[src/rtl/tuner_seq_if.sv]
// tuner_seq_if: sequencer handshake, stage memory ports and memory-side bus for tuner_seq_ctrl.
interface tuner_seq_if #(
  parameter int ADDR_W = 11,
  parameter int DATA_W = 10
);
  logic start, busy, done, error, mem_clr;
  logic [2:0] stage;
  logic load_go, load_done, fft_go, fft_done, freq_go, freq_done;
  logic load_we, fft_we, mem_we;
  logic [ADDR_W-1:0] load_addr, fft_addr, freq_addr, mem_addr;
  logic [DATA_W-1:0] load_wdata, fft_wdata, mem_wdata;
  modport master (
    input  start, load_done, fft_done, freq_done,
    input  load_addr, load_we, load_wdata, fft_addr, fft_we, fft_wdata, freq_addr,
    output busy, done, error, stage, load_go, fft_go, freq_go,
    output mem_addr, mem_we, mem_wdata, mem_clr
  );
  modport slave (
    output start, load_done, fft_done, freq_done,
    output load_addr, load_we, load_wdata, fft_addr, fft_we, fft_wdata, freq_addr,
    input  busy, done, error, stage, load_go, fft_go, freq_go,
    input  mem_addr, mem_we, mem_wdata, mem_clr
  );
endinterface

[src/rtl/tuner_seq_ctrl.sv]
// tuner_seq_ctrl: run sequencer (clear, load, fft, freq) with watchdog and shared memory port mux.
// Optional SEQ_CONTINUOUS_EN: free-running runs until a start pulse while busy requests a stop.
module tuner_seq_ctrl #(
  parameter int ADDR_W  = 11,
  parameter int DATA_W  = 10,
  parameter int TIMEOUT = 100000,
  parameter int TO_W    = 17
) (
  input logic clk,
  input logic rst,
  tuner_seq_if.master bus
);
  typedef enum logic [2:0] {IDLE, CLEAR, LOAD, FFT, FREQ, DONE, ERROR} state_t;
  state_t state, nxt;
  logic [TO_W-1:0] wd;
  logic [2:0] stage_nxt;
  logic go_any, done_in, tmo, run;
`ifdef SEQ_CONTINUOUS_EN
  logic stop_req, stop_nxt;
`endif
  always_comb begin
    run = state inside {CLEAR, LOAD, FFT, FREQ};
    go_any = bus.load_go | bus.fft_go | bus.freq_go;
    done_in = (bus.load_go & bus.load_done) | (bus.fft_go & bus.fft_done) | (bus.freq_go & bus.freq_done);
    tmo = (TIMEOUT != 0) && go_any && (wd == TO_W'(TIMEOUT - 1));
    nxt = state;
    case (state)
      IDLE:    nxt = bus.start ? CLEAR : IDLE;
      CLEAR:   nxt = LOAD;
      LOAD:    nxt = done_in ? FFT : tmo ? ERROR : LOAD;
      FFT:     nxt = done_in ? FREQ : tmo ? ERROR : FFT;
      FREQ:    nxt = done_in ? DONE : tmo ? ERROR : FREQ;
`ifdef SEQ_CONTINUOUS_EN
      DONE:    nxt = stop_req ? IDLE : CLEAR;
`else
      DONE:    nxt = IDLE;
`endif
      ERROR:   nxt = bus.start ? CLEAR : ERROR;
      default: nxt = IDLE;
    endcase
    stage_nxt = (nxt == CLEAR || nxt == LOAD) ? 3'd1 : nxt == FFT ? 3'd2 : nxt == FREQ ? 3'd3 :
                nxt == DONE ? 3'd4 : nxt == ERROR ? 3'd7 : 3'd0;
`ifdef SEQ_CONTINUOUS_EN
    stop_nxt = ((state inside {IDLE, ERROR}) && bus.start) || (state == DONE && stop_req) ? 1'b0 :
               (run && bus.start) ? 1'b1 : stop_req;
`endif
  end
  always_ff @(posedge clk or posedge rst) begin
    if (rst) begin
      state <= IDLE;
      wd <= '0;
      bus.busy <= 1'b0;
      bus.done <= 1'b0;
      bus.error <= 1'b0;
      bus.mem_clr <= 1'b0;
      bus.stage <= 3'd0;
      bus.load_go <= 1'b0;
      bus.fft_go <= 1'b0;
      bus.freq_go <= 1'b0;
    end else begin
      state <= nxt;
      wd <= (go_any && nxt == state) ? wd + 1'b1 : '0;
      bus.busy <= nxt inside {CLEAR, LOAD, FFT, FREQ};
      bus.done <= nxt == DONE;
      bus.error <= nxt == ERROR;
      bus.mem_clr <= nxt == CLEAR;
      bus.stage <= stage_nxt;
      bus.load_go <= state == LOAD && nxt == LOAD;
      bus.fft_go <= state == FFT && nxt == FFT;
      bus.freq_go <= state == FREQ && nxt == FREQ;
    end
  end
`ifdef SEQ_CONTINUOUS_EN
  always_ff @(posedge clk or posedge rst) begin
    if (rst) stop_req <= 1'b0;
    else stop_req <= stop_nxt;
  end
`endif
  // The port follows the state itself, so the settle cycle already belongs to the new stage.
  always_comb begin
    bus.mem_addr = state == LOAD ? bus.load_addr : state == FFT ? bus.fft_addr :
                   state == FREQ ? bus.freq_addr : '0;
    bus.mem_we = state == LOAD ? bus.load_we : state == FFT ? bus.fft_we : 1'b0;
    bus.mem_wdata = state == LOAD ? bus.load_wdata : state == FFT ? bus.fft_wdata : '0;
  end
endmodule

[src/flat_wrapper.sv]
// flat-port wrapper written by rule: the top's interface ports become plain ports
module tuner_seq_ctrl_flat 
#(
  parameter int ADDR_W  = 11,
  parameter int DATA_W  = 10,
  parameter int TIMEOUT = 100000,
  parameter int TO_W    = 17
)
  (clk, rst, bus_start, bus_load_done, bus_fft_done, bus_freq_done, bus_load_addr, bus_load_we, bus_load_wdata, bus_fft_addr, bus_fft_we, bus_fft_wdata, bus_freq_addr, bus_busy, bus_done, bus_error, bus_stage, bus_load_go, bus_fft_go, bus_freq_go, bus_mem_addr, bus_mem_we, bus_mem_wdata, bus_mem_clr);
  tuner_seq_if #(.ADDR_W(ADDR_W), .DATA_W(DATA_W)) bus_i ();
  input logic clk;
  input logic rst;
  input wire logic [$bits(bus_i.start)-1:0] bus_start;
  input wire logic [$bits(bus_i.load_done)-1:0] bus_load_done;
  input wire logic [$bits(bus_i.fft_done)-1:0] bus_fft_done;
  input wire logic [$bits(bus_i.freq_done)-1:0] bus_freq_done;
  input wire logic [$bits(bus_i.load_addr)-1:0] bus_load_addr;
  input wire logic [$bits(bus_i.load_we)-1:0] bus_load_we;
  input wire logic [$bits(bus_i.load_wdata)-1:0] bus_load_wdata;
  input wire logic [$bits(bus_i.fft_addr)-1:0] bus_fft_addr;
  input wire logic [$bits(bus_i.fft_we)-1:0] bus_fft_we;
  input wire logic [$bits(bus_i.fft_wdata)-1:0] bus_fft_wdata;
  input wire logic [$bits(bus_i.freq_addr)-1:0] bus_freq_addr;
  output wire logic [$bits(bus_i.busy)-1:0] bus_busy;
  output wire logic [$bits(bus_i.done)-1:0] bus_done;
  output wire logic [$bits(bus_i.error)-1:0] bus_error;
  output wire logic [$bits(bus_i.stage)-1:0] bus_stage;
  output wire logic [$bits(bus_i.load_go)-1:0] bus_load_go;
  output wire logic [$bits(bus_i.fft_go)-1:0] bus_fft_go;
  output wire logic [$bits(bus_i.freq_go)-1:0] bus_freq_go;
  output wire logic [$bits(bus_i.mem_addr)-1:0] bus_mem_addr;
  output wire logic [$bits(bus_i.mem_we)-1:0] bus_mem_we;
  output wire logic [$bits(bus_i.mem_wdata)-1:0] bus_mem_wdata;
  output wire logic [$bits(bus_i.mem_clr)-1:0] bus_mem_clr;
  assign bus_i.start = bus_start;
  assign bus_i.load_done = bus_load_done;
  assign bus_i.fft_done = bus_fft_done;
  assign bus_i.freq_done = bus_freq_done;
  assign bus_i.load_addr = bus_load_addr;
  assign bus_i.load_we = bus_load_we;
  assign bus_i.load_wdata = bus_load_wdata;
  assign bus_i.fft_addr = bus_fft_addr;
  assign bus_i.fft_we = bus_fft_we;
  assign bus_i.fft_wdata = bus_fft_wdata;
  assign bus_i.freq_addr = bus_freq_addr;
  assign bus_busy = bus_i.busy;
  assign bus_done = bus_i.done;
  assign bus_error = bus_i.error;
  assign bus_stage = bus_i.stage;
  assign bus_load_go = bus_i.load_go;
  assign bus_fft_go = bus_i.fft_go;
  assign bus_freq_go = bus_i.freq_go;
  assign bus_mem_addr = bus_i.mem_addr;
  assign bus_mem_we = bus_i.mem_we;
  assign bus_mem_wdata = bus_i.mem_wdata;
  assign bus_mem_clr = bus_i.mem_clr;
  tuner_seq_ctrl #(.ADDR_W(ADDR_W), .DATA_W(DATA_W), .TIMEOUT(TIMEOUT), .TO_W(TO_W)) u_core (.clk(clk), .rst(rst), .bus(bus_i));
endmodule
[config.mk]
export PLATFORM = sky130hd
export DESIGN_NAME = tuner_seq_ctrl_flat
export DESIGN_NICKNAME = d
export VERILOG_FILES = /design/src/rtl/tuner_seq_if.sv /design/src/rtl/tuner_seq_ctrl.sv /design/src/flat_wrapper.sv
export SDC_FILE = /design/constraint.sdc
export NUM_CORES = 1
export LEC_CHECK = 0
export BUFFER_PORTS_ARGS = -buffer_cell sky130_fd_sc_hd__buf_2
export CORE_UTILIZATION = 46
export DETAILED_ROUTE_END_ITERATION = 7
export GPL_TIMING_DRIVEN = 0
export PLACE_DENSITY_LB_ADDON = 0.3
export SYNTH_ARGS = -nofsm -noshare
export SYNTH_HDL_FRONTEND = slang
export SYNTH_SLANG_ARGS = --single-unit
[constraint.sdc]
create_clock -name clk -period 2.21 [get_ports clk]
set_clock_uncertainty 0.05 [all_clocks]
set_input_delay 0.3315 -clock clk [delete_from_list [all_inputs] [get_ports clk]]
set_output_delay 0.3315 -clock clk [all_outputs]
set_load 0.01 [all_outputs]
# Word-level counts from Yosys, hierarchy flattened
# Index checks and enable logic that the tools add are counted.
[totals]
inputBits = 61
word_cells = 61
reg_bits = 30
[classes]
n_reduce_logical = 8
bitwise_logic = 7
n_addsub = 1
eq_ne = 13
n_mux = 22
[op_table]
columns = ["op", "n"]
rows = [
  ["11-bit two-way mux", 3],
  ["3-bit two-way mux", 11],
  ["10-bit two-way mux", 2],
  ["3-bit one-hot mux with 6 select lines", 1],
  ["17-bit by 1-bit adder with 17-bit output, second input constant", 1],
  ["17-bit equality test, second input constant", 1],
  ["17-bit two-way mux", 1],
  ["3-bit equality test, second input constant", 5],
  ["3-bit by 2-bit equality test with 1-bit output, second input constant", 4],
  ["3-bit by 1-bit equality test with 1-bit output, second input constant", 2],
  ["1-bit logical AND", 5],
  ["1-bit OR", 4],
  ["4-bit nonzero test", 1],
  ["1-bit bitwise AND", 3],
  ["3-bit equality test", 1],
  ["3-bit zero test", 1],
  ["1-bit two-way mux", 3],
  ["2-bit two-way mux", 1],
  ["1-bit logical OR", 1],
]

# Logic depth before layout (Yosys ltp)
[depth]
depth_word = 12
mapped_depth = 7
mapped_depth_nobuf = 6

# Worst setup path before layout
# No wires, ideal clock.
[synth_timing]
path_kind = "register to register"
start = "register u_core.wd[6]"
end = "register u_core.wd[10]"
stages_incl_launch_ff = 6
t_arrival_ns = 1.744
required_ns = 2.034
slack_ns = 0.291
cell_sequence = "dfrtp_1 -> or4b_1 -> nor4_4 -> a31oi_1 -> o21bai_4 -> nor2_1"
[synth_via]
elab_chain_len = 8
elab_cells_between_ends = 13
cone_classes = "add/sub (1); eq/ne (2); mux (8); reduce/logical (2)"
[synth_rtl]
columns = ["element", "line", "text"]
rows = [
  ["start, declared", "tuner_seq_ctrl.sv:15", "logic [TO_W-1:0] wd;"],
  ["start signal, assigned", "tuner_seq_ctrl.sv:62", "wd <= (go_any && nxt == state) ? wd + 1'b1 : '0;"],
  ["17-bit equality test", "tuner_seq_ctrl.sv:25", "tmo = (TIMEOUT != 0) && go_any && (wd == TO_W'(TIMEOUT - 1));"],
  ["1-bit logical AND", "tuner_seq_ctrl.sv:25", ""],
  ["3-bit two-way mux (tied with other cells)", "tuner_seq_ctrl.sv:31", "FFT: nxt = done_in ? FREQ : tmo ? ERROR : FFT;"],
  ["3-bit two-way mux (on tied branches)", "tuner_seq_ctrl.sv:31, tuner_seq_ctrl.sv:30, tuner_seq_ctrl.sv:32", ""],
  ["3-bit one-hot mux with 6 select lines", "tuner_seq_ctrl.sv:27", "case (state)"],
  ["3-bit equality test", "tuner_seq_ctrl.sv:62", ""],
  ["1-bit logical AND", "tuner_seq_ctrl.sv:62", ""],
  ["17-bit two-way mux *", "tuner_seq_ctrl.sv:62", ""],
]
# Mark *: on every way between the ends. The rest lies on a longest branch, timed or not.

# Final worst setup path
[layout_timing]
start = "register u_core.wd[11]"
end = "register u_core.bus.busy"
[layout_via]
elab_chain_len = 7
elab_cells_between_ends = 14
cone_classes = "eq/ne (5); mux (7); reduce/logical (2)"
[layout_rtl]
columns = ["element", "line", "text"]
rows = [
  ["17-bit equality test *", "tuner_seq_ctrl.sv:25", ""],
  ["1-bit logical AND *", "tuner_seq_ctrl.sv:25", ""],
  ["3-bit two-way mux (tied with other cells)", "tuner_seq_ctrl.sv:31", ""],
  ["3-bit two-way mux (on tied branches)", "tuner_seq_ctrl.sv:31, tuner_seq_ctrl.sv:30, tuner_seq_ctrl.sv:32", ""],
  ["3-bit one-hot mux with 6 select lines *", "tuner_seq_ctrl.sv:27", ""],
  ["3-bit by 1-bit equality test with 1-bit output (tied with other cells)", "tuner_seq_ctrl.sv:63", "bus.busy <= nxt inside {CLEAR, LOAD, FFT, FREQ};"],
  ["4-bit nonzero test *", "tuner_seq_ctrl.sv:63", ""],
  ["end signal, assigned", "tuner_seq_ctrl.sv:63", ""],
  ["end, declared", "tuner_seq_if.sv:15", "output busy, done, error, stage, load_go, fft_go, freq_go,"],
]
# Marked as above.

==> impl_metrics.tcl <==
set metrics [dict create \
    synth_compound_area_share_pct 18.4 \
    endpoint_kind "register" \
    finalCritPeriodShare_pct 95.0 \
    grtUsageMet1_pct 28.8 \
    ctsRootBufferMaster "clkbuf_8" \
    grt_max_degree 31 \
    async_flop_share_pct 100 \
    grt_busiest_layer "met2" \
    nNetsFinal 382 \
    dieArea_um2 4410 \
    yosys.area_share.simple_pct 23.8 \
    drt_iter0_drc 118 \
    drtAntennaViolNets 0 \
    finalPower_mw 2.99 \
    rr_worst_depth 5 \
    cts_buffers 5 \
    setup_viol 0 \
    first_pass_iters 5 \
    p_leak_nw 1.28 \
    drc 0 \
    final_cells 370 \
    slowest_delay_ns 0.56 \
    worstMarginPinSlew_ns 1.11 \
    synth.mux.area_fraction_pct 6.88 \
    hold_viol_final 0 \
    synth_top_family_by_area "simple AND/OR/NAND/NOR gates" \
    crit_path_max_fanout 5 \
    core_um2 4000 \
    path_buf_inv 0 \
    place.gp.congestion 0.870 \
    synth_ff_type "dfrtp_1" \
    antenna_found_initial 0 \
    synth_cell_type_count 44 \
    finalMaxSlewViolations 0 \
    h-tree-depth 2 \
    cts.clk_slew.worst_paths_ns 0.06 \
    reg2reg_slack_ns 0.11 \
    critPathLaunch "u_core.wd[11]" \
    grt_pass1_wl_um 7700 \
    io_buffers 91 \
    yosysSeqAreaShare_pct 39.3 \
    rsz0062_at_grt "no" \
    grt_usage_pct 22.8 \
    maxCapViolations 0 \
    p_switching_mw 1.27 \
    io_pins 93 \
    antenna_cells 0 \
    ys_ff_latch 30 \
    met2_usage_pct 37.6 \
    grtUsageMet3_pct 5.69 \
    n_fill_cell 343 \
    area_growth_syn_to_layout_pct 35.6 \
    drt-total-wl_um 4800 \
    r2r_end "u_core.bus.busy" \
    synth-edff-count 0 \
    grt_overflow_total 0 \
    yosysWarnings 0 \
    syn_area_um2 1910 \
    clockPowerShare_pct 18.5 \
    ir_drop_v 0.000787 \
    hp-class "input port to async pin" \
    start_util_pct 47.8 \
    synthXorXnorAreaFrac_pct 6.88 \
    vias_per_cell 5.27 \
    multi_input_area_um2 1110 \
    dp_hpwl_um 3690 \
    max_freq_ghz 0.476 \
    synth.avg_cell_area_um2 8.57 \
    synth_nets 285 \
    drive_above_1_share_pct 38.1 \
    powerDensity_nw_per_um2 1150 \
    regArea_um2 752 \
    arrival_ns 2.21 \
    critPathLaunchType "register" \
    wl_per_cell_um 13.0 \
    intPower_mw 1.72 \
    cts_setup_buffers 0 \
    placed_cells 364 \
    whs_ns 0.280 \
    synth-adder-area-share_pct 0.655 \
    insertion_delay_ns 0.28 \
    slew_headroom_pct 26.0 \
    cts_tree "built" \
    crit_family "simple AND/OR/NAND/NOR gates" \
    r2r_start "u_core.wd[11]" \
    syn_inst 223 \
    comb_power_share_pct 57.7 \
    path_cells "or4b_1 -> nor4_4 -> nand3_2 -> nor2_2 -> and4b_1" \
    dieWidth_um 66.4 \
    fp-row-count 23 \
    status "finished clean" \
    route.vias.total 1949 \
    die_h_um 66.4 \
    seq_power_share_pct 23.8 \
    clockBufferDepth 2 \
    fin_setup_tns_ns 0 \
    critPathRequiredTime_ns 2.32 \
    cts_sinks 30 \
    period_minus_slack_ns 2.10 \
    worstSetupPathType "register to register" \
    worst_path_max_delay_cell "or4b_1" \
    grt_pass1_vias 1769 \
    swShare_pct 42.5 \
]
-- how the worst max path moves through the flow --
stage / to / cells past startpoint
after detailed placement: bus_mem_addr[7] / 8
final: u_core.bus.busy / 5
after CTS: bus_mem_addr[7] / 6
after floorplan: u_core.wd[10] / 5
after global routing: bus_mem_addr[3] / 6
after global placement: bus_mem_addr[2] / 8
-- registers in the layout, summed over array words and instances (netlist names) --
register and count:
u_core.bus.busy 1, u_core.bus.done 1, u_core.bus.error 1, u_core.bus.fft_go 1, u_core.bus.freq_go 1, u_core.bus.load_go 1
u_core.bus.mem_clr 1, u_core.bus.stage 3, u_core.state 3, u_core.wd 17
-- layout by cell type (no fill, tap or decap), drive strengths merged, types with 2 or more instances in the layout --
| cell type | Yosys | routed |
|---|---|---|
| nand4 | 3 | 3 |
| buf | 4 | 94 |
| a21o | 3 | 3 |
| and2 | 2 | 2 |
| nor2b | 3 | 3 |
| nand2 | 24 | 24 |
| or3 | 3 | 3 |
| clkbuf | 9 | 15 |
| nor2 | 33 | 33 |
| nor3 | 8 | 8 |
| a22oi | 12 | 12 |
| a31oi | 2 | 2 |
| a21oi | 8 | 8 |
| o21ai | 16 | 16 |
| inv | 7 | 7 |
| and3 | 3 | 3 |
| mux2i | 12 | 12 |
| dfrtp | 30 | 30 |
| o21bai | 3 | 3 |
| or4b | 2 | 2 |
| nor4 | 2 | 2 |
| nand3 | 4 | 4 |
| a32oi | 2 | 2 |
| xnor2 | 6 | 6 |
| xor2 | 9 | 9 |
-- worst register-to-register path, delay by kind of cell (launching register included) --
| kind | cells | cell delay, ns |
|---|---|---|
| simple gates | 5 | 1.50 |
| flops | 1 | 0.42 |
-- synthesized netlist by cell type (all sizes together) (2+ instances only) --
cell	count	area (µm²)
nor2	33	126
dfrtp	30	751
nand2	24	90.1
o21ai	16	80.1
a22oi	12	90.1
mux2i	12	120
clkbuf	9	33.8
xor2	9	78.8
a21oi	8	40.0
nor3	8	40.0
inv	7	26.3
xnor2	6	52.6
buf	4	17.5
nand3	4	25.0
a21o	3	23.8
and3	3	18.8
nand4	3	18.8
nor2b	3	18.8
o21bai	3	33.8
or3	3	18.8
a31oi	2	12.5
a32oi	2	17.5
and2	2	12.5
nor4	2	27.5
or4b	2	20.0
-- metrics by stage --
stage / worst slack (ns) / util, % / cell area [µm²]
after floorplan: 0.291 / - / 1910
after global placement: 0.00200 / 60.7 / 2430
after detailed placement: 0.00351 / 60.7 / 2430
after CTS: 0.00769 / 63.9 / 2560
after global routing: 0.00320 / 64.8 / 2590
final: 0.111 / 64.8 / 2590
-- metal layers --
metal,routed length (µm),share of wire [%],vias up
met3,189,3.9,8
met4,61,1.3,0
met1,2140,45,910
li1,-,-,980
met2,2410,50,51
met5,0,0,-
-- power by group through the flow --
stage | logic (mW) | clock network (mW) | registers [mW]
after global placement | 1.62 | 0 | 0.714
after global routing | 1.91 | 0.594 | 0.725
final | 1.73 | 0.552 | 0.712
after detailed placement | 1.63 | 0 | 0.713
after floorplan | 1.08 | 0 | 0.731
after CTS | 1.67 | 0.566 | 0.704
-- final cells by class --
cell class,count,share of cell area [%]
sequential,30,29.0
timing repair buffer,91,17.6
tap,50,2.41
clock buffer,6,3.19
multi-input combinational,173,42.9
buffer,12,2.75
inverter,7,1.01
clock inverter,1,1.16
-- cell families after synthesis --
kind of cell / after synthesis
DFF: 30
xor gates and xnor gates: 15
and+or+nand+nor: 92
AOI/OAI and AO/OA: 52
buffers and inverters: 20
adders and majority gates: 1
muxes: 13
-- timing repair --
action                     CTS  global route
pin swaps                    0             1
setup endpoints to repair   21            30
hold buffers                 0             0
hold endpoints to repair     0             0
gates resized for setup      9            17
(Power assumes the default switching activity.)
